File: src/rtl/simple_axi_pkg.sv
// Shared types and constants for the single-beat AXI slave memory.
// Latency: n/a (types and a pure address-decode function only).
// Backpressure: n/a.
package simple_axi_pkg;

    localparam int AXI_ADDR_W = 32;
    localparam int AXI_DATA_W = 64;
    localparam int AXI_STRB_W = AXI_DATA_W / 8;

    typedef enum logic [1:0] {
        OKAY   = 2'b00,
        EXOKAY = 2'b01,
        SLVERR = 2'b10,
        DECERR = 2'b11
    } resp_t;

    typedef enum logic [2:0] {
        BYTE  = 3'd0,
        HALF  = 3'd1,
        WORD  = 3'd2,
        DWORD = 3'd3
    } size_t;

    typedef enum logic [1:0] {
        W_IDLE = 2'd0,
        W_DATA = 2'd1,
        W_RESP = 2'd2
    } w_state_t;

    typedef enum logic {
        R_IDLE = 1'b0,
        R_DATA = 1'b1
    } r_state_t;

    typedef struct packed {
        logic [AXI_ADDR_W-1:0] addr;
        logic [2:0]            size;
    } req_t;

    // Out-of-range beats decode before misalignment so DECERR wins.
    function automatic resp_t access_resp(input logic [AXI_ADDR_W-1:0] addr,
                                          input logic [2:0]            size,
                                          input int unsigned           depth);
        logic [AXI_ADDR_W:0]   last_byte;
        logic [AXI_ADDR_W-1:0] mask;
        last_byte = {1'b0, addr & ~32'h7} + 33'd7;
        mask      = (32'(1) << size) - 32'(1);
        if (last_byte >= 33'(depth))
            return DECERR;
        if ((addr & mask) != '0)
            return SLVERR;
        return OKAY;
    endfunction

endpackage

File: src/rtl/axi_wait_counter.sv
// Per-channel wait-state down-counter; zero flags that the channel may accept.
// Latency: loads on the cycle after load, then decrements once per cycle to 0.
// Backpressure: none; the owning FSM gates its ready on zero.
module axi_wait_counter #(
    parameter int W = 4
) (
    input  logic         clk,
    input  logic         rst_n,
    input  logic         load,
    input  logic [W-1:0] value,
    output logic         zero
);

    logic [W-1:0] cnt;

    always_ff @(posedge clk or negedge rst_n) begin
        if (!rst_n)
            cnt <= '0;
        else if (load)
            cnt <= value;
        else if (cnt != '0)
            cnt <= cnt - 1'b1;
    end

    assign zero = (cnt == '0);

endmodule

File: src/rtl/simple_axi_slave_mem.sv
// Single-beat AXI slave over a DEPTH-byte memory; AXI_SLAVE_DELAY_EN adds i_delay wait states.
// Latency: AW->bvalid 2 edges, AR->rvalid 1 edge (plus wait states when enabled).
// Backpressure: one outstanding write and one read; busy channels hold ready low.
module simple_axi_slave_mem
    import simple_axi_pkg::*;
#(
    parameter int DEPTH = 128
) (
    input  logic                  i_clk,
    input  logic                  i_rst_n,
`ifdef AXI_SLAVE_DELAY_EN
    input  logic [3:0]            i_delay,
`endif
    input  logic                  s_axi_awvalid,
    output logic                  s_axi_awready,
    input  logic [AXI_ADDR_W-1:0] s_axi_awaddr,
    input  logic [2:0]            s_axi_awsize,
    input  logic                  s_axi_wvalid,
    output logic                  s_axi_wready,
    input  logic [AXI_DATA_W-1:0] s_axi_wdata,
    input  logic [AXI_STRB_W-1:0] s_axi_wstrb,
    input  logic                  s_axi_wlast,
    output logic                  s_axi_bvalid,
    input  logic                  s_axi_bready,
    output logic [1:0]            s_axi_bresp,
    input  logic                  s_axi_arvalid,
    output logic                  s_axi_arready,
    input  logic [AXI_ADDR_W-1:0] s_axi_araddr,
    input  logic [2:0]            s_axi_arsize,
    output logic                  s_axi_rvalid,
    input  logic                  s_axi_rready,
    output logic [AXI_DATA_W-1:0] s_axi_rdata,
    output logic [1:0]            s_axi_rresp,
    output logic                  s_axi_rlast
);

    localparam int IDX_W = $clog2(DEPTH);

    logic [7:0]            mem [DEPTH];
    w_state_t              w_state, w_next;
    r_state_t              r_state, r_next;
    req_t                  aw_req;
    resp_t                 w_resp, r_resp, b_resp_q, r_resp_q;
    logic [AXI_DATA_W-1:0] r_word, r_data_q;
    logic [IDX_W-1:0]      w_base, r_base;
    logic                  w_go, r_go;
    logic                  aw_hs, w_hs, b_hs, ar_hs, r_hs;
    logic                  unused_wlast;

    assign unused_wlast = s_axi_wlast;

`ifdef AXI_SLAVE_DELAY_EN
    logic w_load, r_load;
    assign w_load = (w_next != w_state) && (w_next == W_IDLE || w_next == W_DATA);
    assign r_load = (r_next != r_state) && (r_next == R_IDLE);

    axi_wait_counter #(.W(4)) u_w_wait (
        .clk(i_clk), .rst_n(i_rst_n), .load(w_load), .value(i_delay), .zero(w_go)
    );
    axi_wait_counter #(.W(4)) u_r_wait (
        .clk(i_clk), .rst_n(i_rst_n), .load(r_load), .value(i_delay), .zero(r_go)
    );
`else
    assign w_go = 1'b1;
    assign r_go = 1'b1;
`endif

    assign aw_hs = s_axi_awvalid && s_axi_awready;
    assign w_hs  = s_axi_wvalid  && s_axi_wready;
    assign b_hs  = s_axi_bvalid  && s_axi_bready;
    assign ar_hs = s_axi_arvalid && s_axi_arready;
    assign r_hs  = s_axi_rvalid  && s_axi_rready;

    assign w_resp = access_resp(aw_req.addr, aw_req.size, DEPTH);
    assign r_resp = access_resp(s_axi_araddr, s_axi_arsize, DEPTH);
    assign w_base = aw_req.addr[IDX_W-1:0] & ~IDX_W'(7);
    assign r_base = s_axi_araddr[IDX_W-1:0] & ~IDX_W'(7);

    always_ff @(posedge i_clk or negedge i_rst_n) begin
        if (!i_rst_n) begin
            w_state <= W_IDLE;
            r_state <= R_IDLE;
        end else begin
            w_state <= w_next;
            r_state <= r_next;
        end
    end

    always_comb begin
        w_next = w_state;
        unique case (w_state)
            W_IDLE:  if (aw_hs) w_next = W_DATA;
            W_DATA:  if (w_hs)  w_next = W_RESP;
            W_RESP:  if (b_hs)  w_next = W_IDLE;
            default: w_next = W_IDLE;
        endcase
    end

    always_comb begin
        r_next = r_state;
        unique case (r_state)
            R_IDLE:  if (ar_hs) r_next = R_DATA;
            R_DATA:  if (r_hs)  r_next = R_IDLE;
            default: r_next = R_IDLE;
        endcase
    end

    // Readies also drop combinationally while reset is held.
    always_comb begin
        s_axi_awready = i_rst_n && (w_state == W_IDLE) && w_go;
        s_axi_wready  = i_rst_n && (w_state == W_DATA) && w_go;
        s_axi_bvalid  = (w_state == W_RESP);
        s_axi_arready = i_rst_n && (r_state == R_IDLE) && r_go;
        s_axi_rvalid  = (r_state == R_DATA);
        s_axi_rlast   = (r_state == R_DATA);
        s_axi_bresp   = b_resp_q;
        s_axi_rresp   = r_resp_q;
        s_axi_rdata   = r_data_q;
    end

    always_comb begin
        r_word = '0;
        for (int k = 0; k < AXI_STRB_W; k++)
            r_word[8*k +: 8] = mem[r_base + IDX_W'(k)];
    end

    always_ff @(posedge i_clk or negedge i_rst_n) begin
        if (!i_rst_n) begin
            aw_req   <= '0;
            b_resp_q <= OKAY;
            r_resp_q <= OKAY;
            r_data_q <= '0;
        end else begin
            if (aw_hs)
                aw_req <= '{addr: s_axi_awaddr, size: s_axi_awsize};
            if (w_hs)
                b_resp_q <= w_resp;
            if (ar_hs) begin
                r_resp_q <= r_resp;
                r_data_q <= (r_resp == OKAY) ? r_word : '0;
            end
        end
    end

    // Reads sample mem before this edge's write lands, so a same-cycle read sees old data.
    always_ff @(posedge i_clk or negedge i_rst_n) begin
        if (!i_rst_n) begin
            for (int i = 0; i < DEPTH; i++)
                mem[i] <= 8'h00;
        end else if (w_hs && w_resp == OKAY) begin
            for (int k = 0; k < AXI_STRB_W; k++)
                if (s_axi_wstrb[k])
                    mem[w_base + IDX_W'(k)] <= s_axi_wdata[8*k +: 8];
        end
    end

endmodule

File: config.mk
export PLATFORM = sky130hd
export DESIGN_NAME = simple_axi_slave_mem
export DESIGN_NICKNAME = d
export VERILOG_FILES = /design/src/rtl/simple_axi_pkg.sv /design/src/rtl/axi_wait_counter.sv /design/src/rtl/simple_axi_slave_mem.sv
export SDC_FILE = /design/constraint.sdc
export NUM_CORES = 2
export LEC_CHECK = 0
export CAP_MARGIN = 20
export CORE_UTILIZATION = 25
export DETAILED_ROUTE_END_ITERATION = 12
export HOLD_SLACK_MARGIN = 0.06
export PLACE_DENSITY = 0.49
export SLEW_MARGIN = 5
export SYNTH_ARGS = -nofsm -noshare
export SYNTH_HDL_FRONTEND = slang
export SYNTH_SLANG_ARGS = --single-unit
File: constraint.sdc
create_clock -name i_clk -period 6.27 [get_ports i_clk]
set_input_delay 1.254 -clock i_clk [delete_from_list [all_inputs] [get_ports i_clk]]
set_output_delay 1.254 -clock i_clk [all_outputs]
set_load 0.05 [all_outputs]
==> flow_summary.html <==
<table>
<tr><th>Metric</th><th>Value</th></tr>
<tr><th colspan="2">Final layout</th></tr>
<tr><td>Post-route cell area</td><td>0.0618 mm2</td></tr>
<tr><td>Final instance count without filler cells</td><td>roughly 6200</td></tr>
<tr><td>Most common library cell in the layout ignoring fill and taps</td><td>sky130_fd_sc_hd__dfrtp_1</td></tr>
<tr><td>Multi-input logic area</td><td>0.0227 mm2</td></tr>
<tr><td>Commonest non-fill, non-tap cells in the layout</td><td>1130 x sky130_fd_sc_hd__dfrtp_1, 967 x sky130_fd_sc_hd__mux2_2, 256 x sky130_fd_sc_hd__mux4_2</td></tr>
<tr><td>Share of cells above drive strength 1</td><td>0.464</td></tr>
<tr><td>Fillers</td><td>between 20000 and 25000</td></tr>
<tr><td>Sequential cell area</td><td>approximately 0.028 mm2</td></tr>
<tr><td>Synth-to-Final Area Change</td><td>19.2%</td></tr>
<tr><td>Number of nets in the final layout</td><td>between 3000 and 4000</td></tr>
<tr><th colspan="2">Timing</th></tr>
<tr><td>Maximum clock frequency</td><td>approximately 250 MHz</td></tr>
<tr><td>Setup total negative slack</td><td>0 ps</td></tr>
<tr><td>Pin slew with the least headroom to its limit</td><td>1050 ps</td></tr>
<tr><td>Post-route worst setup slack</td><td>between 2000 and 2500 ps</td></tr>
<tr><td>Tightest slew margin relative to the limit</td><td>0.297</td></tr>
<tr><td>Share of the clock period used by the worst path after layout</td><td>0.649</td></tr>
<tr><td>RSZ-0062 raised after global routing</td><td>no</td></tr>
<tr><td>Hold Fails Final Rpt</td><td>0</td></tr>
<tr><td>Total setup violations reported at the end of the flow</td><td>0</td></tr>
<tr><td>Maximum clock skew at final layout</td><td>30.1 ps</td></tr>
<tr><td>Clock period minus final worst setup slack</td><td>about 4100 ps</td></tr>
<tr><td>Final max-slew violation count</td><td>0</td></tr>
<tr><td>Worst-case hold slack</td><td>~370 ps</td></tr>
<tr><th colspan="2">Drt</th></tr>
<tr><td>Average routed wire per standard cell</td><td>approximately 23 um</td></tr>
<tr><td>Number of vias per cell after detailed routing</td><td>around 4.7</td></tr>
<tr><td>Via count</td><td>29000</td></tr>
<tr><td>DR pass1 iterations</td><td>5</td></tr>
<tr><td>Antenna Violating Nets Remaining</td><td>0</td></tr>
<tr><td>Violation count after the first detailed-routing iteration</td><td>1349</td></tr>
<tr><td>DRC violation count after routing</td><td>0</td></tr>
<tr><td>Final Routed Wirelength</td><td>between 100000 and 150000 um</td></tr>
<tr><th colspan="2">Global route</th></tr>
<tr><td>First-pass GRT wire length</td><td>214000 um</td></tr>
<tr><td>Largest net degree at the start of global routing</td><td>between 150 and 200</td></tr>
<tr><td>Number of global-route vias before repair</td><td>approximately 31000</td></tr>
<tr><td>Global router's overall resource usage</td><td>0.136</td></tr>
<tr><td>GRT Residual Overflow</td><td>0</td></tr>
<tr><td>Number of antenna violations at the first check in global routing</td><td>23</td></tr>
<tr><th colspan="2">Clocking</th></tr>
<tr><td>Clock buffers created by TritonCTS</td><td>between 100 and 150</td></tr>
<tr><td># clock sinks</td><td>1130</td></tr>
<tr><td>Clock insertion delay at the later pin of the skew report</td><td>roughly 770 ps</td></tr>
<tr><td>Clock transition at path regs</td><td>roughly 50 ps</td></tr>
<tr><td>Count of buffers added by post-CTS timing repair for setup</td><td>0</td></tr>
<tr><td>Htree depth</td><td>4</td></tr>
<tr><td>CTS tree</td><td>done</td></tr>
<tr><td>Number of resized instances in the post-cts repair step</td><td>0</td></tr>
<tr><td>Count of hold-fix buffers inserted at cts</td><td>0</td></tr>
<tr><td>Clk buf depth</td><td>3</td></tr>
<tr><td>Clock tree root driver cell</td><td>sky130_fd_sc_hd__clkbuf_16</td></tr>
<tr><th colspan="2">Die</th></tr>
<tr><td>Initial Util</td><td>0.253</td></tr>
<tr><td>Die H</td><td>roughly 460 um</td></tr>
<tr><td>Die width</td><td>between 400 and 500 um</td></tr>
<tr><td>Row count</td><td>about 170</td></tr>
<tr><td>Core Area</td><td>roughly 0.2 mm2</td></tr>
<tr><td># IOs</td><td>224</td></tr>
<tr><td>Total Die Area</td><td>between 0.2 and 0.25 mm2</td></tr>
<tr><th colspan="2">Logic synthesis</th></tr>
<tr><td>Cell count after synthesis</td><td>3209</td></tr>
<tr><td>Synth async-reset ratio</td><td>1.00</td></tr>
<tr><td>Number of nets in the synthesized netlist</td><td>~3400</td></tr>
<tr><td>Mean instance size in the synthesized netlist</td><td>16.2 um2</td></tr>
<tr><td>Post-synthesis cell area</td><td>a little over 0.05 mm2</td></tr>
<tr><td>Sequential-to-total area share from yosys stat</td><td>0.545</td></tr>
<tr><td>Count of distinct cell types in the synthesized netlist</td><td>42</td></tr>
<tr><td>Yosys warning count</td><td>0</td></tr>
<tr><td>Register bit count reported by yosys</td><td>roughly 1100</td></tr>
<tr><td>Top FF cell, synth</td><td>sky130_fd_sc_hd__dfrtp_1</td></tr>
<tr><td>Number of enable-type register cells in the synthesized netlist</td><td>0</td></tr>
<tr><th colspan="2">Place</th></tr>
<tr><td>RePlAce Congestion</td><td>approximately 0.72</td></tr>
<tr><td>Area after DPL</td><td>about 0.057 mm2</td></tr>
<tr><td>Count of buffers from port buffering</td><td>approximately 220</td></tr>
<tr><td>Placed cell count</td><td>about 6000</td></tr>
<tr><td>Half-perimeter wire length after placement</td><td>89400 um</td></tr>
<tr><td>Post-place setup slack</td><td>1520 ps</td></tr>
<tr><th colspan="2">Setup path</th></tr>
<tr><td>Largest fanout of any net on the critical path</td><td>39</td></tr>
<tr><td>Worst reg2reg setup slack</td><td>2290 ps</td></tr>
<tr><td>Cell count of the worst reg-to-reg path</td><td>6</td></tr>
<tr><td>Crit end category</td><td>output port</td></tr>
<tr><td>Critical path data arrival time</td><td>around 2800 ps</td></tr>
<tr><td>CP startpoint kind</td><td>input port</td></tr>
<tr><td>Data required, critical path</td><td>approximately 5000 ps</td></tr>
<tr><td>Crit path kind</td><td>in -&gt; out</td></tr>
<tr><th colspan="2">Power and ir drop</th></tr>
<tr><td>Ratio of total power to cell area</td><td>272 mW/mm2</td></tr>
<tr><td>Largest voltage drop on the vdd net</td><td>just under 0.0003 V</td></tr>
<tr><td>Leakage Power</td><td>29.0 nW</td></tr>
<tr><th colspan="2">Status</th></tr>
<tr><td>Run status</td><td>completed</td></tr>
<tr><th colspan="2">Flow run</th></tr>
<tr><td>Number of max-capacitance violations reported</td><td>0</td></tr>
<tr><th colspan="2">Min path</th></tr>
<tr><td>Kind of path behind the tightest hold check</td><td>in -&gt; async</td></tr>
</table>
cell usage after synthesis (2+ instances only):
library cell                  n  area (um2)
sky130_fd_sc_hd__buf_4        3        22.5
sky130_fd_sc_hd__mux2_2     967       10900
sky130_fd_sc_hd__nand4_4    109        2320
sky130_fd_sc_hd__dfrtp_1   1130       28300
sky130_fd_sc_hd__buf_2       18        90.1
sky130_fd_sc_hd__o31ai_1      3        22.5
sky130_fd_sc_hd__a21oi_1      5        25.0
sky130_fd_sc_hd__mux2_1      90        1010
sky130_fd_sc_hd__nand2_1     72         270
sky130_fd_sc_hd__o21ai_0     69         345
sky130_fd_sc_hd__nor3_2       6        60.1
sky130_fd_sc_hd__and3_1       2        12.5
sky130_fd_sc_hd__and2_1       2        12.5
sky130_fd_sc_hd__buf_6       11         124
sky130_fd_sc_hd__nor2_1      77         289
sky130_fd_sc_hd__buf_1       44         165
sky130_fd_sc_hd__nand2b_1     4        25.0
sky130_fd_sc_hd__a22o_1     128        1120
sky130_fd_sc_hd__ha_1         2        25.0
sky130_fd_sc_hd__inv_1       10        37.5
sky130_fd_sc_hd__or3_1        2        12.5
sky130_fd_sc_hd__clkbuf_1   144         541
sky130_fd_sc_hd__nor2b_1      4        25.0
sky130_fd_sc_hd__nor4_1      12        75.1
sky130_fd_sc_hd__o21a_1       2        15.0
sky130_fd_sc_hd__mux4_2     256        5770
sky130_fd_sc_hd__nand4_1     22         138
critical path, cell delays in order:
cell                              delay (ps)
sky130_fd_sc_hd__buf_8                   280
sky130_fd_sc_hd__nor2b_1                 350
sky130_fd_sc_hd__clkdlybuf4s50_1         880
flip-flops by register name (all words and copies together) (netlist names):
register     cells
w_state          2
aw_req          35
s_axi_bresp      2
mem           1024
s_axi_rdata     64
s_axi_rlast      1
s_axi_rresp      2
logic make-up after synthesis:
family | Yosys count | share of synthesized area
compound gates | 217 | 0.0315
fa+ha+maj | 2 | 0.000482
buf+inv | 230 | 0.0189
flops | 1130 | 0.545
mux | 1313 | 0.341
simple gates | 317 | 0.0634
power breakdown:
| part | total, W | leakage (nW) | switching (W) | internal, W |
|---|---|---|---|---|
| clock network | 0.00783 | 2.16 | 0.00316 | 0.00467 |
| logic | 0.00140 | 11.1 | 0.00100 | 0.000395 |
| registers | 0.00757 | 15.7 | 0.000152 | 0.00741 |
| total | 0.0168 | 29.0 | 0.00431 | 0.0125 |
final cells by class:
class	count	area share
Sequential cell	1130	0.457
Tap cell	2688	0.0544
Clock buffer	196	0.0635
Antenna cell	6	0.000243
Multi-Input combinational cell	1849	0.368
Inverter	10	0.000607
Timing Repair Buffer	291	0.0483
Clock inverter	37	0.00785
stage by stage:
stage                      util  total power, W
after CTS                 0.301          0.0171
after detailed placement  0.279         0.00913
after floorplan               -         0.00836
final                     0.301          0.0168
after global routing      0.301          0.0175
after global placement    0.279         0.00912
metal layers:
| layer | part of all wire | GRT usage |
|---|---|---|
| met1 | 0.45 | 0.181 |
| met3 | 0.038 | 0.0288 |
| met4 | 0.023 | 0.0366 |
| met5 | 0.00088 | 0 |
| met2 | 0.48 | 0.223 |
path summary, 6_finish.rpt:
| check | startpoint | end |
|---|---|---|
| setup / recovery | i_rst_n | s_axi_arready |
| hold / removal | i_rst_n | aw_req[21] |
| setup reg to reg | aw_req[7] | mem[120] |
| hold reg to reg | s_axi_rdata[27] | s_axi_rdata[27] |
| max in group asynchronous | i_rst_n | mem[515] |
| min in group i_clk | s_axi_rdata[27] | s_axi_rdata[27] |
No activity file was read; power rests on OpenSTA's default activity.
